<file path="src/rtl/dm_sba_axi_bridge.sv">
// Bridges the debug module's req/gnt/r_valid system-bus port to single-beat AXI4.
// One transaction in flight; every access, read or write, ends with an r_valid pulse.
module dm_sba_axi_bridge #(
  parameter int ADDR_WIDTH = 32,
  parameter int DATA_WIDTH = 64,
  parameter int ID_WIDTH   = 4,
  parameter int USER_WIDTH = 1,
  parameter int AXI_ID     = 0
) (
  input  logic                    clk,
  input  logic                    rst,
  input  logic                    req_i,
  input  logic                    we_i,
  input  logic [ADDR_WIDTH-1:0]   addr_i,
  input  logic [DATA_WIDTH-1:0]   wdata_i,
  input  logic [DATA_WIDTH/8-1:0] be_i,
  output logic                    gnt_o,
  output logic                    r_valid_o,
  output logic [DATA_WIDTH-1:0]   r_rdata_o,
  output logic                    r_err_o,
  output logic                    aw_valid_o,
  input  logic                    aw_ready_i,
  output logic [ADDR_WIDTH-1:0]   aw_addr_o,
  output logic [ID_WIDTH-1:0]     aw_id_o,
  output logic [7:0]              aw_len_o,
  output logic [2:0]              aw_size_o,
  output logic [1:0]              aw_burst_o,
  output logic [USER_WIDTH-1:0]   aw_user_o,
  output logic                    w_valid_o,
  input  logic                    w_ready_i,
  output logic [DATA_WIDTH-1:0]   w_data_o,
  output logic [DATA_WIDTH/8-1:0] w_strb_o,
  output logic                    w_last_o,
  output logic [USER_WIDTH-1:0]   w_user_o,
  input  logic                    b_valid_i,
  output logic                    b_ready_o,
  input  logic [1:0]              b_resp_i,
  input  logic [ID_WIDTH-1:0]     b_id_i,
  output logic                    ar_valid_o,
  input  logic                    ar_ready_i,
  output logic [ADDR_WIDTH-1:0]   ar_addr_o,
  output logic [ID_WIDTH-1:0]     ar_id_o,
  output logic [7:0]              ar_len_o,
  output logic [2:0]              ar_size_o,
  output logic [1:0]              ar_burst_o,
  output logic [USER_WIDTH-1:0]   ar_user_o,
  input  logic                    r_valid_i,
  output logic                    r_ready_o,
  input  logic [DATA_WIDTH-1:0]   r_data_i,
  input  logic [1:0]              r_resp_i,
  input  logic                    r_last_i,
  input  logic [ID_WIDTH-1:0]     r_id_i
);

  localparam int                    SIZE      = $clog2(DATA_WIDTH / 8);
  localparam logic [ADDR_WIDTH-1:0] ADDR_MASK = ADDR_WIDTH'(DATA_WIDTH / 8 - 1);

  typedef enum logic [2:0] {
    IDLE, WRITE, WRITE_RESP, READ_ADDR, READ_DATA, DONE
  } state_t;

  state_t                  state_q, state_d;
  logic [ADDR_WIDTH-1:0]   addr_q, addr_d;
  logic [DATA_WIDTH-1:0]   wdata_q, wdata_d;
  logic [DATA_WIDTH/8-1:0] be_q, be_d;
  logic                    aw_valid_q, aw_valid_d;
  logic                    w_valid_q, w_valid_d;
  logic                    aw_done_q, aw_done_d;
  logic                    w_done_q, w_done_d;
  logic                    b_ready_q, b_ready_d;
  logic                    ar_valid_q, ar_valid_d;
  logic                    r_ready_q, r_ready_d;
  logic                    r_valid_q, r_valid_d;
  logic                    r_err_q, r_err_d;
  logic [DATA_WIDTH-1:0]   rdata_q, rdata_d;
  logic                    aw_hs, w_hs;

  // IDs, r_last and the low response bit carry no information for this bridge.
  logic unused_inputs;
  assign unused_inputs = ^{b_resp_i[0], b_id_i, r_resp_i[0], r_last_i, r_id_i};

  assign aw_hs = aw_valid_q & aw_ready_i;
  assign w_hs  = w_valid_q & w_ready_i;

  always_ff @(posedge clk) begin
    if (rst) begin
      state_q    <= IDLE;
      addr_q     <= '0;
      wdata_q    <= '0;
      be_q       <= '0;
      aw_valid_q <= 1'b0;
      w_valid_q  <= 1'b0;
      aw_done_q  <= 1'b0;
      w_done_q   <= 1'b0;
      b_ready_q  <= 1'b0;
      ar_valid_q <= 1'b0;
      r_ready_q  <= 1'b0;
      r_valid_q  <= 1'b0;
      r_err_q    <= 1'b0;
      rdata_q    <= '0;
    end else begin
      state_q    <= state_d;
      addr_q     <= addr_d;
      wdata_q    <= wdata_d;
      be_q       <= be_d;
      aw_valid_q <= aw_valid_d;
      w_valid_q  <= w_valid_d;
      aw_done_q  <= aw_done_d;
      w_done_q   <= w_done_d;
      b_ready_q  <= b_ready_d;
      ar_valid_q <= ar_valid_d;
      r_ready_q  <= r_ready_d;
      r_valid_q  <= r_valid_d;
      r_err_q    <= r_err_d;
      rdata_q    <= rdata_d;
    end
  end

  always_comb begin
    state_d    = state_q;
    addr_d     = addr_q;
    wdata_d    = wdata_q;
    be_d       = be_q;
    aw_valid_d = aw_valid_q;
    w_valid_d  = w_valid_q;
    aw_done_d  = aw_done_q;
    w_done_d   = w_done_q;
    b_ready_d  = b_ready_q;
    ar_valid_d = ar_valid_q;
    r_ready_d  = r_ready_q;
    r_valid_d  = 1'b0;
    r_err_d    = r_err_q;
    rdata_d    = rdata_q;
    case (state_q)
      IDLE: begin
        if (req_i) begin
          addr_d  = addr_i & ~ADDR_MASK;
          wdata_d = wdata_i;
          be_d    = be_i;
          if (we_i) begin
            state_d    = WRITE;
            aw_valid_d = 1'b1;
            w_valid_d  = 1'b1;
            aw_done_d  = 1'b0;
            w_done_d   = 1'b0;
          end else begin
            state_d    = READ_ADDR;
            ar_valid_d = 1'b1;
          end
        end
      end
      WRITE: begin
        if (aw_hs) aw_valid_d = 1'b0;
        if (w_hs)  w_valid_d  = 1'b0;
        aw_done_d = aw_done_q | aw_hs;
        w_done_d  = w_done_q | w_hs;
        // Leave as soon as both channels are through, even if they finish together.
        if ((aw_done_q | aw_hs) && (w_done_q | w_hs)) begin
          state_d   = WRITE_RESP;
          b_ready_d = 1'b1;
        end
      end
      WRITE_RESP: begin
        if (b_valid_i) begin
          state_d   = DONE;
          b_ready_d = 1'b0;
          r_err_d   = b_resp_i[1];
          rdata_d   = '0;
          r_valid_d = 1'b1;
        end
      end
      READ_ADDR: begin
        if (ar_ready_i) begin
          state_d    = READ_DATA;
          ar_valid_d = 1'b0;
          r_ready_d  = 1'b1;
        end
      end
      READ_DATA: begin
        if (r_valid_i) begin
          state_d   = DONE;
          r_ready_d = 1'b0;
          rdata_d   = r_data_i;
          r_err_d   = r_resp_i[1];
          r_valid_d = 1'b1;
        end
      end
      DONE:    state_d = IDLE;
      default: state_d = IDLE;
    endcase
  end

  assign gnt_o      = req_i & (state_q == IDLE);
  assign r_valid_o  = r_valid_q;
  assign r_rdata_o  = rdata_q;
  assign r_err_o    = r_err_q;

  assign aw_valid_o = aw_valid_q;
  assign aw_addr_o  = addr_q;
  assign aw_id_o    = ID_WIDTH'(AXI_ID);
  assign aw_len_o   = 8'd0;
  assign aw_size_o  = 3'(SIZE);
  assign aw_burst_o = 2'b01;
  assign aw_user_o  = '0;

  assign w_valid_o  = w_valid_q;
  assign w_data_o   = wdata_q;
  assign w_strb_o   = be_q;
  assign w_last_o   = 1'b1;
  assign w_user_o   = '0;

  assign b_ready_o  = b_ready_q;

  assign ar_valid_o = ar_valid_q;
  assign ar_addr_o  = addr_q;
  assign ar_id_o    = ID_WIDTH'(AXI_ID);
  assign ar_len_o   = 8'd0;
  assign ar_size_o  = 3'(SIZE);
  assign ar_burst_o = 2'b01;
  assign ar_user_o  = '0;

  assign r_ready_o  = r_ready_q;

endmodule

</file>
<file path="config.mk">
export PLATFORM = sky130hd
export DESIGN_NAME = dm_sba_axi_bridge
export DESIGN_NICKNAME = d
export VERILOG_FILES = /design/src/rtl/dm_sba_axi_bridge.sv
export SDC_FILE = /design/constraint.sdc
export NUM_CORES = 1
export LEC_CHECK = 0
export ABC_AREA = 0
export ABC_CLOCK_PERIOD_IN_PS = 3300
export CORE_AREA = 2 2 170 172
export DETAILED_ROUTE_END_ITERATION = 12
export DIE_AREA = 0 0 172 174
export GPL_TIMING_DRIVEN = 0
export PLACE_DENSITY_LB_ADDON = 0.08
export SETUP_SLACK_MARGIN = 0.05
export SYNTH_ARGS = -nofsm -noshare
export SYNTH_HDL_FRONTEND = slang
export SYNTH_SLANG_ARGS = --single-unit
</file>
<file path="constraint.sdc">
create_clock -name clk -period 3.3 [get_ports clk]
set_input_delay 0.495 -clock clk [delete_from_list [all_inputs] [get_ports clk]]
set_output_delay 0.495 -clock clk [all_outputs]
set_load 0.01 [all_outputs]
</file>
==> metrics.log, run 1 <==
INFO  metric final-seq-area = 3543 µm²
INFO  metric core_area = 28,240 µm²
INFO  metric routedWlPerCell = 15.77 µm
INFO  metric endpoint_kind = output pin
INFO  metric antenna_found_initial = 2
INFO  metric clk_latency = 430 ps
INFO  metric via_per_inst = 4.082
INFO  metric gpl.final_weighted_congestion = 0.7408
INFO  metric powerDensity = 607.3 nW/µm²
INFO  metric initial_core_util = 0.2385
INFO  metric tritoncts_num_sinks = 177
INFO  metric warnings_from_yosys = 0
INFO  metric clk_root_buffer_cell = sky130_fd_sc_hd__clkbuf_16
INFO  metric place.port_buffers = 376
INFO  metric post_cts.repair.setup_buffers = 0
INFO  metric cp.required = 2800 ps
INFO  metric grt_usage = 0.1673
INFO  metric synth-seq-cells = 177
INFO  metric layout-drive-gt1-share = 0.1045
INFO  metric cts_tree = built
INFO  metric detailedRoute.firstPassIterationCount = 4
INFO  metric fp.dieW = 172 µm
INFO  metric drt-total-wl = 25,700 µm
INFO  metric slew_margin_rel = 0.6053
INFO  metric die_area = 29,930 µm²
INFO  metric synthesis.area_per_instance = 8.461 µm²
INFO  metric multi_input_area = 2475 µm²
INFO  metric critical_path_peak_fanout = 10
INFO  metric cts-root-to-sink-buffers = 2
INFO  metric first_global_vias = 6,484
INFO  metric grt.overflow.total = 0
INFO  metric setup_total_negative_slack = 0 ps
INFO  metric final.period_utilization = 0.9324
INFO  metric static-leakage-power = 4.443 nW
INFO  metric num-nets-final = 1,423
INFO  metric worst_setup_path_start_kind = input pin
INFO  metric layout-area-overhead-vs-synth = 73.68%
INFO  metric final-max-slew-violation-count = 0
INFO  metric postRouteAntennaNets = 0
INFO  metric ir_drop = 234.6 µV
INFO  metric syn_area = 6735 µm²
INFO  metric placementRows = 62
INFO  metric cts_made_buffers = 17
INFO  metric grt_start_max_net_pins = 17
INFO  metric hold_buffers = 0
INFO  metric route.vias.total = 6,653
INFO  metric fillerInstances = 2,937
INFO  metric clk_transition_reported_paths = 70 ps
INFO  metric io_pins = 436
INFO  metric drc = 0
INFO  metric grt_setup_unrepaired = false
INFO  metric timing.fmax = 325.0 MHz
INFO  metric hpwl = 19,880 µm
INFO  metric syn_inst = 796
INFO  metric worst_clock_skew = 13.23 ps
INFO  metric critical_path_class = input pin to output pin
INFO  metric finalSetupViolations = 0
INFO  metric finalCriticalPeriod = 3077 ps
INFO  metric drt_first_iter_violations = 299
INFO  metric grt_first_pass_wirelength = 38,090 µm
INFO  metric dieHeight = 174 µm
INFO  metric cp.arrival = 2580 ps
INFO  metric post_synth_num_cell_types = 32
INFO  metric run_status = finished clean
INFO  metric cts_htree_levels = 4
INFO  metric tightest_slew = 592.0 ps
INFO  metric count_of_endpoints_failing_hold_in_the_final_timing_report = 0
INFO  metric yosysSeqAreaShare = 0.5261
INFO  metric max-cap-violations = 0
INFO  metric cts_resized = 0
INFO  metric worst_hold_path_type = flop to flop
INFO  metric hold_slack = 454.6 ps
-- Yosys cell counts --
master	instances	share of area
sky130_fd_sc_hd__a311oi_2	1	0.0022
sky130_fd_sc_hd__a21oi_1	109	0.081
sky130_fd_sc_hd__nand2_1	206	0.11
sky130_fd_sc_hd__o41ai_1	1	0.0013
sky130_fd_sc_hd__o21ai_1	1	0.00074
sky130_fd_sc_hd__clkinv_2	1	0.00074
sky130_fd_sc_hd__nor2b_1	3	0.0028
sky130_fd_sc_hd__a211o_1	1	0.0013
sky130_fd_sc_hd__nand2b_1	2	0.0019
sky130_fd_sc_hd__a211oi_1	1	0.0011
sky130_fd_sc_hd__a31oi_1	3	0.0028
sky130_fd_sc_hd__dfxtp_1	177	0.53
sky130_fd_sc_hd__or4b_4	1	0.0020
sky130_fd_sc_hd__a22oi_1	65	0.072
sky130_fd_sc_hd__mux2i_1	3	0.0045
sky130_fd_sc_hd__a21bo_2	1	0.0015
sky130_fd_sc_hd__nor2_1	71	0.040
sky130_fd_sc_hd__o21bai_1	1	0.0011
sky130_fd_sc_hd__and3_1	3	0.0028
sky130_fd_sc_hd__and3b_1	2	0.0026
sky130_fd_sc_hd__buf_1	2	0.0011
sky130_fd_sc_hd__buf_2	14	0.010
sky130_fd_sc_hd__o21a_1	1	0.0011
sky130_fd_sc_hd__clkbuf_1	34	0.019
sky130_fd_sc_hd__a311oi_1	1	0.0013
sky130_fd_sc_hd__conb_1	2	0.0011
sky130_fd_sc_hd__buf_4	73	0.081
sky130_fd_sc_hd__inv_1	1	0.00056
sky130_fd_sc_hd__nor3_1	3	0.0022
sky130_fd_sc_hd__o21ai_0	1	0.00074
sky130_fd_sc_hd__nor3b_1	1	0.0011
sky130_fd_sc_hd__buf_6	10	0.017
-- critical path: stages --
cell	delay, ps
sky130_fd_sc_hd__clkdlybuf4s50_1	520
sky130_fd_sc_hd__or4b_4	480
sky130_fd_sc_hd__buf_6	140
sky130_fd_sc_hd__clkinv_2	80
sky130_fd_sc_hd__buf_2	240
sky130_fd_sc_hd__clkdlybuf4s50_1	620
-- area by class of cell --
type                       count  share of cell area
multi-input combinational    526              0.2116
buffer                       133             0.07402
clock buffer                  18             0.03669
inverter                       2           0.0007487
timing repair buffer         376              0.3217
clock inverter                12             0.01080
antenna                        2           0.0004279
tap                          384             0.04107
sequential                   177              0.3029
-- state kept, by name (all words and copies together), names as in the netlist --
| name | flops |
|---|---|
| aw_done_q | 1 |
| state_q | 3 |
| r_ready_o | 1 |
| w_valid_o | 1 |
| ar_valid_o | 1 |
| r_err_o | 1 |
| r_valid_o | 1 |
| aw_valid_o | 1 |
| b_ready_o | 1 |
| ar_addr_o | 29 |
| w_data_o | 64 |
| w_done_q | 1 |
| w_strb_o | 8 |
| r_rdata_o | 64 |
-- placed cells by master (no fill, tap or decap), types with 2 or more instances in the layout --
| cell | n |
|---|---|
| sky130_fd_sc_hd__inv_6 | 3 |
| sky130_fd_sc_hd__buf_2 | 14 |
| sky130_fd_sc_hd__clkbuf_1 | 35 |
| sky130_fd_sc_hd__clkinv_4 | 2 |
| sky130_fd_sc_hd__nor3_1 | 3 |
| sky130_fd_sc_hd__diode_2 | 2 |
| sky130_fd_sc_hd__clkbuf_16 | 17 |
| sky130_fd_sc_hd__a21oi_1 | 109 |
| sky130_fd_sc_hd__and3b_1 | 2 |
| sky130_fd_sc_hd__inv_8 | 2 |
| sky130_fd_sc_hd__nand2_1 | 206 |
| sky130_fd_sc_hd__nand2b_1 | 2 |
| sky130_fd_sc_hd__nor2b_1 | 3 |
| sky130_fd_sc_hd__buf_6 | 10 |
| sky130_fd_sc_hd__dfxtp_1 | 177 |
| sky130_fd_sc_hd__clkdlybuf4s50_1 | 376 |
| sky130_fd_sc_hd__a22oi_1 | 65 |
| sky130_fd_sc_hd__buf_4 | 73 |
| sky130_fd_sc_hd__mux2i_1 | 3 |
| sky130_fd_sc_hd__a31oi_1 | 3 |
| sky130_fd_sc_hd__nor2_1 | 71 |
| sky130_fd_sc_hd__clkinvlp_4 | 4 |
| sky130_fd_sc_hd__conb_1 | 44 |
| sky130_fd_sc_hd__buf_1 | 2 |
| sky130_fd_sc_hd__and3_1 | 3 |
-- routing by layer --
layer / track usage / part of all wire
met3: 0.06444 / 0.098
met1: 0.1920 / 0.41
met5: 0 / 0
met2: 0.2866 / 0.48
met4: 0.04937 / 0.013
-- path summary, 6_finish.rpt --
kind	start	endpoint	slack [ps]	cells past startpoint
worst max-delay path	req_i	gnt_o	220	6
worst min-delay path	w_data_o[4]$_SDFFE_PP0P_	w_data_o[4]$_SDFFE_PP0P_	450	2
worst min register to register	w_data_o[4]$_SDFFE_PP0P_	w_data_o[4]$_SDFFE_PP0P_	450	2
worst max register to register	state_q[0]$_SDFFE_PP0P_	r_rdata_o[53]$_SDFFE_PP0P_	1420	7
-- power by group --
group          total [mW]  switching [mW]  leakage [nW]  internal, mW
clock                2.00           0.944         0.259          1.05
combinational        2.50            1.23          2.74          1.27
sequential           2.61           0.170          1.44          2.44
total                7.10            2.35          4.44          4.76
-- per-stage QoR --
stage | instance area [µm²] | setup WS, ps | utilization | std cells | power (mW)
2_1_floorplan | 6893 | 1495 | - | 838 | 3.895
3_3_place_gp | 11140 | 199.3 | 0.3944 | 1598 | 5.192
3_5_place_dp | 11140 | 190.2 | 0.3944 | 1598 | 5.208
4_1_cts | 11690 | 185.8 | 0.4141 | 1628 | 7.242
5_1_grt | 11700 | 114.1 | 0.4143 | 1630 | 7.542
6_report | 11700 | 223.2 | 0.4143 | 1630 | 7.104
-- cells by family after synthesis --
kind of cell           count (synthesis)  share of synthesized area
DFF                                  177                     0.5261
AOI/OAI and AO/OA                    187                     0.1687
buffers and inverters                135                     0.1299
other                                  2                   0.001115
muxes                                  3                   0.004459
and+or+nand+nor                      292                     0.1698
No activity file was read; power rests on OpenSTA's default activity.
==> inputs of run 2 (changes only) <==
--- a/config.mk
+++ b/config.mk
@@ -10,7 +10,9 @@
 export CORE_AREA = 2 2 170 172
 export DETAILED_ROUTE_END_ITERATION = 12
 export DIE_AREA = 0 0 172 174
+export GPL_ROUTABILITY_DRIVEN = 0
 export GPL_TIMING_DRIVEN = 0
+export HOLD_SLACK_MARGIN = 0.1
 export PLACE_DENSITY_LB_ADDON = 0.08
 export SETUP_SLACK_MARGIN = 0.05
 export SYNTH_ARGS = -nofsm -noshare
==> results of run 2 <==
No change in the layout: final DEF, timing and power equal those of run 1.
